[src/rtl/vec_pkg.sv]
// -----------------------------------------------------------------------------
// vec_pkg
// Shared types for the vector command dispatcher: opcode encoding, the packed
// command record carried through the command FIFO and hold register, the
// dispatch FSM state encoding and the legal-opcode helper.
// The widths below describe the default accelerator geometry (8 vectors,
// 8 elements of 8 bits); the dispatcher parameters must be kept equal to them.
// -----------------------------------------------------------------------------
package vec_pkg;

    localparam int VEC_ELS    = 8;
    localparam int VEC_LEN    = 8;
    localparam int VEC_DW     = 8;
    localparam int VEC_ADDR_W = $clog2(VEC_ELS);
    localparam int VEC_DATA_W = VEC_LEN * VEC_DW;

    typedef enum logic [3:0] {
        OP_ADD  = 4'b0000,
        OP_SUB  = 4'b0001,
        OP_MUL  = 4'b0010,
        OP_FMA  = 4'b0011,
        OP_ADDS = 4'b0100,
        OP_SUBS = 4'b0101,
        OP_MULS = 4'b0110,
        OP_RD   = 4'b1000,
        OP_WR   = 4'b1001
    } vec_op_e;

    // The opcode is kept as raw bits so that illegal encodings can travel
    // through the FIFO and be recognised at the pop point.
    typedef struct packed {
        logic [3:0]            op;
        logic [VEC_ADDR_W-1:0] addr_a;
        logic [VEC_ADDR_W-1:0] addr_b;
        logic [VEC_ADDR_W-1:0] addr_c;
        logic [VEC_ADDR_W-1:0] addr_d;
        logic [VEC_DW-1:0]     scalar;
        logic [VEC_DATA_W-1:0] w_data;
    } vec_cmd_s;

    typedef enum logic [1:0] {
        s_IDLE  = 2'd0,
        s_ISSUE = 2'd1,
        s_BUSY  = 2'd2,
        s_RESP  = 2'd3
    } disp_state_e;

    function automatic logic is_legal_op(input logic [3:0] op);
        return (op <= 4'b0110) || (op == OP_RD) || (op == OP_WR);
    endfunction

endpackage

[src/rtl/vec_cmd_fifo.sv]
// -----------------------------------------------------------------------------
// vec_cmd_fifo
// Synchronous FIFO of vec_cmd_s records. Depth must be a power of two >= 2.
// Read and write pointers carry one extra wrap bit so full and empty are
// distinguished without a separate counter.
// Ports:
//   clk_i, reset_ni      clock, asynchronous active-low reset
//   wr_en_i, wr_data_i   push (caller guarantees !full_o)
//   rd_en_i, rd_data_o   pop (caller guarantees !empty_o); rd_data_o = head
//   full_o, empty_o      occupancy flags
// -----------------------------------------------------------------------------
module vec_cmd_fifo
    import vec_pkg::*;
#(
    parameter int fifo_els_p = 4
) (
    input  logic     clk_i,
    input  logic     reset_ni,
    input  logic     wr_en_i,
    input  vec_cmd_s wr_data_i,
    input  logic     rd_en_i,
    output vec_cmd_s rd_data_o,
    output logic     full_o,
    output logic     empty_o
);

    localparam int aw_lp = $clog2(fifo_els_p);

    vec_cmd_s         mem_q [fifo_els_p];
    logic [aw_lp:0]   wr_ptr_q, wr_ptr_d;
    logic [aw_lp:0]   rd_ptr_q, rd_ptr_d;

    assign wr_ptr_d = wr_en_i ? wr_ptr_q + 1'b1 : wr_ptr_q;
    assign rd_ptr_d = rd_en_i ? rd_ptr_q + 1'b1 : rd_ptr_q;

    // NOTE: sequential state is always assigned with <= so every flop samples
    // the pre-edge values of its neighbours, independent of process order.
    always_ff @(posedge clk_i or negedge reset_ni) begin
        if (!reset_ni) begin
            wr_ptr_q <= '0;
            rd_ptr_q <= '0;
        end else begin
            wr_ptr_q <= wr_ptr_d;
            rd_ptr_q <= rd_ptr_d;
        end
    end

    // NOTE: the storage array has no reset; emptiness is defined by the
    // pointers alone, so clearing the entries would only add reset fan-out.
    always_ff @(posedge clk_i) begin
        if (wr_en_i) begin
            mem_q[wr_ptr_q[aw_lp-1:0]] <= wr_data_i;
        end
    end

    assign rd_data_o = mem_q[rd_ptr_q[aw_lp-1:0]];
    assign empty_o   = (wr_ptr_q == rd_ptr_q);
    assign full_o    = (wr_ptr_q[aw_lp] != rd_ptr_q[aw_lp]) &&
                       (wr_ptr_q[aw_lp-1:0] == rd_ptr_q[aw_lp-1:0]);

endmodule

[src/rtl/vec_cmd_dispatch.sv]
// -----------------------------------------------------------------------------
// vec_cmd_dispatch
// Command front-end for the vector accelerator core. Host commands are queued
// in vec_cmd_fifo and issued one at a time; the issued command sits in a hold
// register that drives every acc_* field, so the fields stay stable for the
// whole time the core is working on them. Read (OP_RD) results are captured
// and offered to the host on a valid/ready port; acc_yumi_o acknowledges them.
//
// Optional build macro: VEC_DISPATCH_OPCHECK_EN -- when defined, opcodes
// outside the legal set are dropped at the pop point and raise the sticky
// err_o flag. When undefined every opcode is issued and err_o is tied low.
//
// Ports:
//   clk_i, reset_ni              clock, asynchronous active-low reset
//   cmd_v_i / cmd_ready_o        host command handshake (ready = FIFO not full)
//   cmd_op_i, cmd_addr*_i,
//   cmd_scalar_i, cmd_w_data_i   command fields
//   acc_v_o / acc_ready_i        issue handshake to the core
//   acc_op_o .. acc_w_data_o     held command fields to the core
//   acc_done_i, acc_r_data_i     core completion and read data
//   acc_yumi_o                   read result consumed
//   res_v_o / res_ready_i,
//   res_data_o                   read result to host
//   idle_o                       FIFO empty and FSM idle
//   err_o                        sticky illegal-opcode flag
// -----------------------------------------------------------------------------
module vec_cmd_dispatch
    import vec_pkg::*;
#(
    parameter  int els_p           = VEC_ELS,
    parameter  int vlen_p          = VEC_LEN,
    parameter  int vdw_p           = VEC_DW,
    parameter  int fifo_els_p      = 4,
    localparam int v_addr_width_lp = $clog2(els_p)
) (
    input  logic                       clk_i,
    input  logic                       reset_ni,
    input  logic                       cmd_v_i,
    output logic                       cmd_ready_o,
    input  logic [3:0]                 cmd_op_i,
    input  logic [v_addr_width_lp-1:0] cmd_addrA_i,
    input  logic [v_addr_width_lp-1:0] cmd_addrB_i,
    input  logic [v_addr_width_lp-1:0] cmd_addrC_i,
    input  logic [v_addr_width_lp-1:0] cmd_addrD_i,
    input  logic [vdw_p-1:0]           cmd_scalar_i,
    input  logic [vlen_p*vdw_p-1:0]    cmd_w_data_i,
    output logic [3:0]                 acc_op_o,
    output logic [v_addr_width_lp-1:0] acc_addrA_o,
    output logic [v_addr_width_lp-1:0] acc_addrB_o,
    output logic [v_addr_width_lp-1:0] acc_addrC_o,
    output logic [v_addr_width_lp-1:0] acc_addrD_o,
    output logic [vdw_p-1:0]           acc_scalar_o,
    output logic [vlen_p*vdw_p-1:0]    acc_w_data_o,
    output logic                       acc_v_o,
    input  logic                       acc_ready_i,
    input  logic                       acc_done_i,
    input  logic [vlen_p*vdw_p-1:0]    acc_r_data_i,
    output logic                       acc_yumi_o,
    output logic                       res_v_o,
    output logic [vlen_p*vdw_p-1:0]    res_data_o,
    input  logic                       res_ready_i,
    output logic                       idle_o,
    output logic                       err_o
);

    disp_state_e              state_q, state_d;
    vec_cmd_s                 hold_q, hold_d;
    vec_cmd_s                 push_cmd, head_cmd;
    logic [vlen_p*vdw_p-1:0]  res_data_q, res_data_d;
    logic                     fifo_push, fifo_pop, fifo_full, fifo_empty;

    // Ready is gated by reset so the host sees no capacity while held in reset.
    assign cmd_ready_o = reset_ni & ~fifo_full;
    assign fifo_push   = cmd_v_i & cmd_ready_o;

    assign push_cmd = '{op:     cmd_op_i,
                        addr_a: cmd_addrA_i,
                        addr_b: cmd_addrB_i,
                        addr_c: cmd_addrC_i,
                        addr_d: cmd_addrD_i,
                        scalar: cmd_scalar_i,
                        w_data: cmd_w_data_i};

    vec_cmd_fifo #(.fifo_els_p(fifo_els_p)) u_fifo (
        .clk_i     (clk_i),
        .reset_ni  (reset_ni),
        .wr_en_i   (fifo_push),
        .wr_data_i (push_cmd),
        .rd_en_i   (fifo_pop),
        .rd_data_o (head_cmd),
        .full_o    (fifo_full),
        .empty_o   (fifo_empty)
    );

`ifdef VEC_DISPATCH_OPCHECK_EN
    logic err_q, err_d;
`endif

    // NOTE: every signal written here gets a default first, so no path can
    // leave one unassigned and infer a latch.
    always_comb begin
        state_d    = state_q;
        hold_d     = hold_q;
        res_data_d = res_data_q;
        fifo_pop   = 1'b0;
        acc_v_o    = 1'b0;
        acc_yumi_o = 1'b0;
        res_v_o    = 1'b0;
`ifdef VEC_DISPATCH_OPCHECK_EN
        err_d      = err_q;
`endif
        unique case (state_q)
            s_IDLE: begin
                if (!fifo_empty) begin
                    fifo_pop = 1'b1;
`ifdef VEC_DISPATCH_OPCHECK_EN
                    if (is_legal_op(head_cmd.op)) begin
                        hold_d  = head_cmd;
                        state_d = s_ISSUE;
                    end else begin
                        err_d = 1'b1;
                    end
`else
                    hold_d  = head_cmd;
                    state_d = s_ISSUE;
`endif
                end
            end
            s_ISSUE: begin
                acc_v_o = 1'b1;
                if (acc_ready_i) state_d = s_BUSY;
            end
            s_BUSY: begin
                if (acc_done_i) begin
                    if (hold_q.op == OP_RD) begin
                        acc_yumi_o = 1'b1;
                        res_data_d = acc_r_data_i;
                        state_d    = s_RESP;
                    end else begin
                        state_d = s_IDLE;
                    end
                end
            end
            s_RESP: begin
                res_v_o = 1'b1;
                if (res_ready_i) state_d = s_IDLE;
            end
            default: state_d = s_IDLE;
        endcase
    end

    always_ff @(posedge clk_i or negedge reset_ni) begin
        if (!reset_ni) begin
            state_q    <= s_IDLE;
            hold_q     <= '0;
            res_data_q <= '0;
        end else begin
            state_q    <= state_d;
            hold_q     <= hold_d;
            res_data_q <= res_data_d;
        end
    end

`ifdef VEC_DISPATCH_OPCHECK_EN
    always_ff @(posedge clk_i or negedge reset_ni) begin
        if (!reset_ni) err_q <= 1'b0;
        else           err_q <= err_d;
    end
    assign err_o = err_q;
`else
    assign err_o = 1'b0;
`endif

    assign acc_op_o     = hold_q.op;
    assign acc_addrA_o  = hold_q.addr_a;
    assign acc_addrB_o  = hold_q.addr_b;
    assign acc_addrC_o  = hold_q.addr_c;
    assign acc_addrD_o  = hold_q.addr_d;
    assign acc_scalar_o = hold_q.scalar;
    assign acc_w_data_o = hold_q.w_data;
    assign res_data_o   = res_data_q;
    assign idle_o       = fifo_empty & (state_q == s_IDLE);

endmodule

[config.mk]
export PLATFORM = sky130hd
export DESIGN_NAME = vec_cmd_dispatch
export DESIGN_NICKNAME = d
export VERILOG_FILES = /design/src/rtl/vec_pkg.sv /design/src/rtl/vec_cmd_fifo.sv /design/src/rtl/vec_cmd_dispatch.sv
export SDC_FILE = /design/constraint.sdc
export NUM_CORES = 1
export LEC_CHECK = 0
export ABC_CLOCK_PERIOD_IN_PS = 10700
export BUFFER_PORTS_ARGS = -buffer_cell sky130_fd_sc_hd__buf_4
export CAP_MARGIN = 20
export CELL_PAD_IN_SITES_DETAIL_PLACEMENT = 1
export CELL_PAD_IN_SITES_GLOBAL_PLACEMENT = 2
export CORE_MARGIN = 3
export CORE_UTILIZATION = 40
export CTS_CLUSTER_DIAMETER = 40
export DETAILED_ROUTE_END_ITERATION = 8
export PLACE_DENSITY_LB_ADDON = 0.2
export SLEW_MARGIN = 20
export SYNTH_ARGS = -nofsm -noshare
export SYNTH_HDL_FRONTEND = slang
export SYNTH_SLANG_ARGS = --single-unit
[constraint.sdc]
create_clock -name clk_i -period 10.7 [get_ports clk_i]
set_clock_uncertainty 0.1 [all_clocks]
set_input_delay 2.14 -clock clk_i [delete_from_list [all_inputs] [get_ports clk_i]]
set_output_delay 2.14 -clock clk_i [all_outputs]
set_load 0.1 [all_outputs]
# Yosys cells after proc, flatten, opt, wreduce, memory -nomap -nowiden
# Memory sizes are Yosys's and may differ from the RTL's. A register that Yosys moved wholly into a read port is not among the register bits.
# Cells that the tools add are included.
[word_totals] reg_bits=72 ram_bits=352 memories=1 input_bits=158 elab_cells=44
[memory_table] name="u_fifo.mem_q" depth=4 width=88 read_ports=1 rd_clocked_by_memory_dff=1 wr=1 line="vec_cmd_fifo.sv:29" text="vec_cmd_s mem_q [fifo_els_p];"
[op_classes] n_eq_ne=11 n_addsub=2 bitwise=5 reduce_logical=6 muxes=15
[op_table] cell="two-way mux 2 bit" n=5
[op_table] cell="two-way mux 1 bit" n=9
[op_table] cell="!= test 2 bit (second input constant)" n=4
[op_table] cell="one-hot mux 2 bit (4 select lines)" n=1
[op_table] cell="adder 3 x 1 -> 3 bit (second input constant)" n=2
[op_table] cell="equality test 2 bit (second input constant)" n=2
[op_table] cell="equality test 4 bit (second input constant)" n=1
[op_table] cell="AND reduction 4 bit" n=1
[op_table] cell="AND 1 bit" n=3
[op_table] cell="equality test 3 bit" n=1
[op_table] cell="AND reduction 3 bit" n=1
[op_table] cell="equality test 2 x 1 -> 1 bit (second input constant)" n=1
[op_table] cell="equality test 2 bit" n=1
[op_table] cell="logical NOT 2 bit" n=1
[op_table] cell="inverter 1 bit" n=2
[op_table] cell="AND reduction 2 bit" n=1
[op_table] cell="logical AND 1 bit" n=1
[op_table] cell="logical NOT 1 bit" n=1
[op_table] cell="!= test 1 bit" n=1

# Depth between registers and ports, before layout
# Gate-level depths: netlist of the first run.
[logic_depth] word_depth=7 mapped_depth=6

# Cells and area by module
# From an unflattened synthesis of the first run, not the netlist that was laid out.
[unflattened] hier_cells=833 hier_area_um2=19094.6
[modules_own_cells] mod="vec_cmd_fifo" cells_each=490 area_per_inst_um2=13136.3 seq_area_each_um2=10720.3 n_inst=1
[modules_own_cells] mod="vec_cmd_dispatch" cells_each=343 area_per_inst_um2=5958.2 seq_area_each_um2=3853.7 n_inst=1

# Worst setup path after synthesis of the first run
# No wires, ideal clock.
[synth_timing] kind="input -> register" from="input cmd_v_i" to="memory u_fifo.mem_q[3][0] (netlist name), enable pin" slack_ps=924 arrival_time_ps=8978 setup_ps=698 cell_stages=2 path_buffers=0 cell_sequence="nand2_1 > a311oi_1"
[synth_via] elab_chain_cells=3
[synth_rtl] element="from (decl)" line="vec_cmd_dispatch.sv:38" text="input logic cmd_v_i,"
[synth_rtl] element="AND 1 bit" line="vec_cmd_dispatch.sv:74" text="assign fifo_push = cmd_v_i & cmd_ready_o;"
[synth_rtl] element="two-way mux 1 bit" line="vec_cmd_fifo.sv:51" text="if (wr_en_i) begin"
[synth_rtl] element="two-way mux 1 bit (not written as such)" line="vec_cmd_fifo.sv:52" text="mem_q[wr_ptr_q[aw_lp-1:0]] <= wr_data_i;"
[synth_rtl] element="to (decl)" line="vec_cmd_fifo.sv:29"
# No other way between the ends.

# Final worst setup path of the first run
[layout_timing] from="input acc_done_i" to="output acc_yumi_o"
[layout_via] elab_chain_cells=2
[layout_rtl] element="from (decl)" line="vec_cmd_dispatch.sv:56" text="input logic acc_done_i,"
[layout_rtl] element="two-way mux 1 bit" line="vec_cmd_dispatch.sv:134" text="if (acc_done_i) begin"
[layout_rtl] element="two-way mux 1 bit" line="vec_cmd_dispatch.sv:112" text="unique case (state_q)"
[layout_rtl] element="to (decl)" line="vec_cmd_dispatch.sv:58" text="output logic acc_yumi_o,"
# No other way between the ends.

==> results of run 1 <==
## sequential cells by signal, summed over array words and instances (netlist names)
| register | count |
|---|---|
| acc_op_o | 4 |
| res_data_o | 64 |
| acc_addrB_o | 3 |
| u_fifo.rd_ptr_q | 3 |
| acc_addrD_o | 3 |
| u_fifo.mem_q | 352 |
| acc_scalar_o | 8 |
| acc_w_data_o | 64 |
| acc_addrC_o | 3 |
| acc_addrA_o | 3 |
| u_fifo.wr_ptr_q | 3 |
| state_q | 2 |
## cells in the final DEF (no fill, tap or decap), drive strengths merged, types with 2 or more instances in the layout
cell type    n
ha           5
edfxtp     352
clkinv      28
a311oi       2
nand2        3
clkbuf      87
buf        327
bufinv       2
mux2       154
dfrtp      160
inv         25
nor2b        2
xnor2        4
and2         4
xor2         4
clkinvlp     5
a31oi        3
mux4        88
nand3        2
## path summary, 6_finish.rpt
| check | depth (start not counted) | to | startpoint | slack [ns] |
|---|---|---|---|---|
| min in group asynchronous | 1 | res_data_o[10] | reset_ni | 1.38 |
| worst max register to register | 4 | u_fifo.mem_q[1][87] | u_fifo.rd_ptr_q[0] | 6.96 |
| worst max-delay path | 5 | acc_yumi_o | acc_done_i | 5.14 |
| max in group asynchronous | 2 | acc_addrA_o[0] | reset_ni | 7.87 |
| worst min register to register | 1 | acc_w_data_o[41] | acc_w_data_o[41] | 0.38 |
| worst min-delay path | 1 | acc_w_data_o[41] | acc_w_data_o[41] | 0.38 |
## per-layer routing
layer	wire length (um)	share of wire (%)	global-route usage [%]	vias up
li1	-	-	-	4120
met5	28	0.065	0	-
met2	21200	49	28.3	317
met1	18500	43	22.9	4865
met4	862	2.0	5.84	4
met3	2900	6.7	4.58	67
## cells in the mapped netlist, drive strengths merged
cell | number | area (um2)
a21oi | 1 | 5.00
a22oi | 1 | 7.51
a311oi | 2 | 35.0
a31oi | 3 | 18.8
a32oi | 1 | 8.76
and2 | 4 | 25.0
buf | 27 | 190
clkbuf | 12 | 45.0
conb | 1 | 3.75
dfrtp | 160 | 4000
edfxtp | 352 | 10600
ha | 5 | 62.6
inv | 7 | 26.3
mux2 | 154 | 1730
mux2i | 1 | 10.0
mux4 | 88 | 1980
nand2 | 3 | 11.3
nand3 | 2 | 10.0
nand4b | 1 | 8.76
nor2b | 2 | 12.5
nor3 | 1 | 5.00
nor4b | 1 | 8.76
o2bb2ai | 1 | 8.76
or3b | 1 | 8.76
xnor2 | 4 | 50.1
xor2 | 4 | 35.0
## worst max-delay path, delay by kind of cell
family,cells,cell delay [ns]
buf+inv,4,1.09
simple gates,1,0.05
## through the flow
stage	area [um2]	worst slack, ns	util (%)	instances	hold WS (ns)
after global routing	24400	5.02	53.0	1867	0.411
after detailed placement	21900	5.11	47.6	1727	0.379
after global placement	21900	5.08	47.6	1727	0.369
after CTS	24400	5.12	53.0	1867	0.392
final	24400	5.14	53.0	1868	0.385
after floorplan	18900	0.924	-	839	0.398
## kinds of logic (layout without fill, tap and decap cells)
group	count (synthesis)	in the layout	share of synthesized area (%)
AOI/OAI and AO/OA	9	9	0.444
xor gates and xnor gates	8	8	0.450
other	1	2	0.0199
adders and majority gates	5	5	0.331
buffers and inverters	46	474	1.38
DFF	512	512	77.2
and+or+nand+nor	15	15	0.477
muxes	243	243	19.7
## layout make-up
cell class              instances  area share [%]
flip-flops and latches        512            59.8
multi-input cells             281            16.7
repair buffers                327            10.1
clock buffers                  87            8.18
well taps                     600            3.08
clock inverters                53            1.98
inverters                       7           0.108
diodes                          1          0.0103
==> flow_summary.yaml, run 1 <==
floorplan:
  fp.dieW_um: 223
  ios: 316
  die_h_um: 223
  initial_core_util_pct: 41.1
  core_region_area_um2: 46000
  dieArea_um2: 49900
  num_rows: 78
cts:
  post_cts.repair.setup_buffers: 0
  clk_latency_ns: 0.59
  cts_inserted_buffers: 75
  cts.sinks: 512
  cts_buffer_depth: 3
  htree_levels: 3
  cts_tree: "done"
  cts_root_buf: "clkbuf_16"
  ctsResizeCount: 0
  clk_pin_slew_ns: 0.05
  ctsHoldBuffers: 0
timing:
  finalCritPeriodShare_pct: 52.0
  min_period_ns: 5.56
  rsz0062_at_grt: "no"
  tightest_slew_ns: 0.841
  finalHoldViolations: 0
  fmax_mhz: 180
  tns_ns: 0
  setup_violations: 0
  final-max-slew-violation-count: 0
  slew_headroom_pct: 44.0
grt:
  grt_overflow: 0
  grt_pass1_wl_um: 65400
  antenna_found_initial: 3
  grt_pass1_vias: 10400
  grt_max_degree: 66
  grtUsageTotal_pct: 17.4
detailed_routing:
  wl_per_cell_um: 23.2
  postRouteAntennaNets: 0
  post_drt_via_cell_ratio: 5.02
  drt_iter0_markers: 648
  routed_wl_um: 43400
  remaining_drc_errors: 0
  first_pass_iters: 4
  num_vias: 9373
placed_design:
  gp_congestion: 0.736
  dp_hpwl_um: 26700
  port_buffers: 314
critical_path:
  crit_path_end_kind: "output port"
  cp_slowest_cell: "buf_4"
  worstPathCellList: "buf_4 -> nand3_2 -> buf_4 -> inv_1 -> buf_4"
  crit_fanout: 65
  max_stage_delay_ns: 0.62
  startpoint_type: "primary input"
  cp.arrival_ns: 3.32
  cp.required_ns: 8.46
  crit_top_cell: "buf_4"
  critical_path_class: "in -> out"
outcome:
  status: "completed"
synth:
  synth_cells: 839
  ys_ff_latch: 512
  synth_seq_area_share_pct: 77.2
  syn_nets: 1002
  synth.distinct_cells: 32
  yosys_warnings: 0
  syn_area_um2: 18900
  syn_area_per_cell_um2: 22.5
finish:
  fin_nets: 1367
  register_area_um2: 14600
  multi_input_area_um2: 4080
  drive_above_1_share_pct: 53.6
  fill_cells: 4125
  area_growth_pct: 29.1
job:
  drv_cap: 0
min_path:
  worstHoldPathType: "reg -> reg"
Power of run 1 is left out: the tool's default activity adds up to more than one toggle a clock period on the data nets, which glitch-free logic cannot reach.
==> run 2: changes to the inputs <==
- ABC_CLOCK_PERIOD_IN_PS: 10700 -> 5100
- CORE_UTILIZATION: 40 -> 39
- clock period: 10.7 -> 5.1 ns (I/O delays scaled with it)
==> run 2 against run 1 <==
  * Utilization decreased by 1.3 points
  * Routed wire length decreased by 2.0%
  * Die area increased by 2.5%
  * Critical path depth decreased by 1
  * Non-clock buffer count increased by 1
  * Setup slack got worse by 3.8 ns
  * Register-to-register slack got worse by 5.1 ns
  * Clock-buffer cell count decreased by 2
  * Critical path type is now reg -> out
==> flow_summary.yaml, run 2 (synthesized netlist as in run 1, its figures left out) <==
timing:
  finalCritPeriodShare_pct: 73.7
  final-max-slew-violation-count: 0
  setup_violations: 0
  tightest_slew_ns: 0.935
  rsz0062_at_grt: "no"
  whs_ns: 0.385
  min_period_ns: 3.76
  finalHoldViolations: 0
  tns_ns: 0
  slew_headroom_pct: 37.7
  fmax_mhz: 266
critical_path:
  r2r-end: "u_fifo.mem_q[0][37]"
  r2r_cells: 4
  crit_fanout: 42
  rr_startpoint: "u_fifo.rd_ptr_q[1]"
  cp.required_ns: 3.98
  startpoint_type: "flop"
  r2r_setup_slack_ns: 1.87
  crit_path_end_kind: "output port"
  cp.arrival_ns: 2.64
  startpoint: "u_fifo.rd_ptr_q[1]"
  critical_path_class: "reg -> out"
cts:
  cts.sinks: 512
  htree_levels: 3
  cts_inserted_buffers: 77
  post_cts.repair.setup_buffers: 0
  ctsHoldBuffers: 0
  cts_root_buf: "clkbuf_16"
  clk_pin_slew_ns: 0.05
  ctsResizeCount: 0
  cts_tree: "done"
  cts_buffer_depth: 3
  clk_latency_ns: 0.60
floorplan:
  ios: 316
  initial_core_util_pct: 39.6
  core_region_area_um2: 47700
  fp.dieW_um: 226
  die_h_um: 226
  num_rows: 80
  dieArea_um2: 51100
grt:
  antenna_found_initial: 2
  grt_overflow: 0
  grt_pass1_wl_um: 63800
  grt_max_degree: 90
  grt_pass1_vias: 10200
  grtUsageTotal_pct: 16.7
min_path:
  worstHoldPathType: "reg -> reg"
  min_to: "acc_w_data_o[31]"
  hold_depth: 1
  hp-start: "acc_w_data_o[31]"
finish:
  fill_cells: 4325
  final_cell_mix: "edfxtp_1, buf_4, dfrtp_1"
  largest_reg_flops: 352
  area_growth_pct: 30.7
  fin_nets: 1370
  final_common_cell: "edfxtp_1"
  drive_above_1_share_pct: 53.7
detailed_routing:
  wl_per_cell_um: 22.5
  postRouteAntennaNets: 0
  routed_wl_um: 42500
  drt_iter0_markers: 547
  num_vias: 9316
  post_drt_via_cell_ratio: 4.93
  remaining_drc_errors: 0
  first_pass_iters: 4
placed_design:
  dp_hpwl_um: 26000
  port_buffers: 314
  gp_congestion: 0.702
job:
  drv_cap: 0
outcome:
  status: "completed"
## run 2: layout make-up
| class | instances | area [um2] | share of cell area [%] |
|---|---|---|---|
| antenna | 1 | 2.50 | 0.0101 |
| multi-input combinational | 281 | 4080 | 16.5 |
| inverter | 7 | 26.3 | 0.106 |
| clock buffer | 85 | 1970 | 7.97 |
| timing repair buffer | 328 | 2520 | 10.2 |
| clock inverter | 59 | 732 | 2.97 |
| tap | 615 | 769 | 3.12 |
| sequential | 512 | 14600 | 59.1 |
## run 2: metal layers
layer	wire length, um	track usage (%)
met5	13	0
met4	811	5.76
met3	3440	5.34
met2	20500	26.8
met1	17800	21.6
## run 2: stage by stage
step | utilization (%) | setup WS (ns) | cell area (um2) | cells
floorplan | - | 0.932 | 18900 | 839
global placement | 46.0 | 1.78 | 22000 | 1743
detailed placement | 46.0 | 1.76 | 22000 | 1743
CTS | 51.7 | 1.16 | 24700 | 1887
global route | 51.7 | 1.14 | 24700 | 1887
finish | 51.7 | 1.34 | 24700 | 1888
## run 2: worst max-delay path: stages (launching register included)
cell     delay, ns
dfrtp_4       0.72
xnor2_2       0.52
nand3_1       0.13
nor3_1        0.29
buf_4         0.36
## run 2: how the worst max path moves through the flow
| stage | to | slack, ns | cells after the start |
|---|---|---|---|
| floorplan | idle_o | 0.93 | 4 |
| global placement | u_fifo.mem_q[0][17] | 1.78 | 5 |
| detailed placement | u_fifo.mem_q[0][17] | 1.76 | 5 |
| CTS | idle_o | 1.16 | 4 |
| global route | idle_o | 1.14 | 4 |
| finish | idle_o | 1.34 | 4 |
Power of run 2 is left out for the same reason.
==> run 3: changes to the inputs <==
- ABC_CLOCK_PERIOD_IN_PS: 5100 -> 3550
- CORE_UTILIZATION: 39 -> 40
- clock period: 5.1 -> 3.55 ns (I/O delays scaled with it)
==> run 3 against run 2 <==
  * Final cell count down 1.3%
  * Worst hold slack got worse by 0.16 ns
  * Critical path depth unchanged
  * Critical endpoint unchanged
  * First-iteration DRC count shrank 5.5%
  * Die area is 2.4% lower
  * Via count grew 0.12%
  * Setup slack got worse by 0.66 ns
  * Clock-buffer cell count grew 11
==> flow_summary.yaml, run 3 (synthesized netlist as in run 1, its figures left out) <==
floorplan:
  fp.dieW_um: 223
  initial_core_util_pct: 41.1
  ios: 316
  die_h_um: 223
  core_region_area_um2: 46000
  num_rows: 78
  dieArea_um2: 49900
cts:
  cts_buffer_depth: 3
  clk_latency_ns: 0.59
  htree_levels: 3
  cts_tree: "done"
  clk_pin_slew_ns: 0.06
  ctsResizeCount: 0
  cts_inserted_buffers: 73
  cts.sinks: 512
  cts_root_buf: "clkbuf_16"
critical_path:
  crit_family: "XOR/XNOR gates"
  critical_path_class: "reg -> out"
  max_stage_delay_ns: 0.44
  path_buf_inv: 1
  cp.arrival_ns: 2.06
  startpoint_type: "flop"
  crit_fanout: 4
  cp_slowest_cell: "xnor2_1"
  r2r_cells: 5
  cp.required_ns: 2.74
  cp.depth: 4
  crit_path_end_kind: "output port"
  worstPathCellList: "xnor2_1 -> nand3_1 -> nor3_2 -> buf_4"
detailed_routing:
  routed_wl_um: 41700
  postRouteAntennaNets: 0
  first_pass_iters: 4
  num_vias: 9327
  post_drt_via_cell_ratio: 5.00
  remaining_drc_errors: 0
  wl_per_cell_um: 22.4
  drt_iter0_markers: 517
finish:
  largest_reg_flops: 352
  fin_nets: 1369
  final_cell_mix: "edfxtp_1, buf_4, dfrtp_1"
  post-route-util_pct: 53.6
  diodes: 0
  fill_cells: 4059
  drive_above_1_share_pct: 53.3
  final_common_cell: "edfxtp_1"
  area_growth_pct: 30.6
  postLayoutCellArea_um2: 24700
grt:
  grt_pass1_wl_um: 64200
  grt_pass1_vias: 10400
  antenna_found_initial: 2
  grtUsageTotal_pct: 16.9
  grt_overflow: 0
  grt_max_degree: 125
timing:
  fmax_mhz: 349
  whs_ns: 0.223
  setup_violations: 0
  min_period_ns: 2.87
  finalHoldViolations: 0
  tightest_slew_ns: 0.854
  rsz0062_at_grt: "no"
  tns_ns: 0
  final-max-slew-violation-count: 0
  slew_headroom_pct: 43.1
  finalCritPeriodShare_pct: 80.8
placed_design:
  dp_hpwl_um: 24600
  gp_congestion: 0.739
  port_buffers: 314
  dpl_cell_area_um2: 22100
outcome:
  status: "completed"
min_path:
  hold_depth: 1
  worstHoldPathType: "in -> reg"
job:
  drv_cap: 0
run 3: final timing paths:
| check | startpoint | slack, ns | endpoint |
|---|---|---|---|
| worst max-delay path | u_fifo.rd_ptr_q[2] | 0.68 | idle_o |
| worst min-delay path | cmd_w_data_i[9] | 0.22 | u_fifo.mem_q[0][9] |
| worst max register to register | u_fifo.rd_ptr_q[0] | 1.27 | u_fifo.rd_ptr_q[2] |
| worst min register to register | acc_w_data_o[22] | 0.38 | acc_w_data_o[22] |
| max in group asynchronous | reset_ni | 2.02 | acc_w_data_o[1] |
| min in group asynchronous | reset_ni | 0.41 | state_q[0] |
run 3: metal layers:
metal | vias to the layer above | track usage (%) | share of wire (%)
met5 | - | 0 | 0.081
met4 | 4 | 5.54 | 2.0
met3 | 74 | 4.70 | 6.6
met2 | 297 | 28.5 | 50
met1 | 4833 | 21.3 | 41
li1 | 4119 | - | -
run 3: final cells by class:
type,instances,area (um2),share of cell area [%]
clock buffer,96,2140,8.69
clock inverter,37,430,1.75
inverter,7,26.3,0.107
multi-input combinational,281,4110,16.7
sequential,512,14600,59.1
tap,600,751,3.04
timing repair buffer,331,2620,10.6
run 3: per-stage QoR:
step / setup slack [ns] / cells
3_5_place_dp: 1.11 / 1730
2_1_floorplan: -0.200 / 839
5_1_grt: 0.565 / 1864
6_report: 0.681 / 1864
4_1_cts: 0.610 / 1864
3_3_place_gp: 1.13 / 1730
run 3: timing repair:
| item | CTS | global route |
|---|---|---|
| endpoints found under the hold margin | 4 | 0 |
| hold buffers | 1 | 0 |
| buffers inserted | 0 | 0 |
Power of run 3 is left out for the same reason.
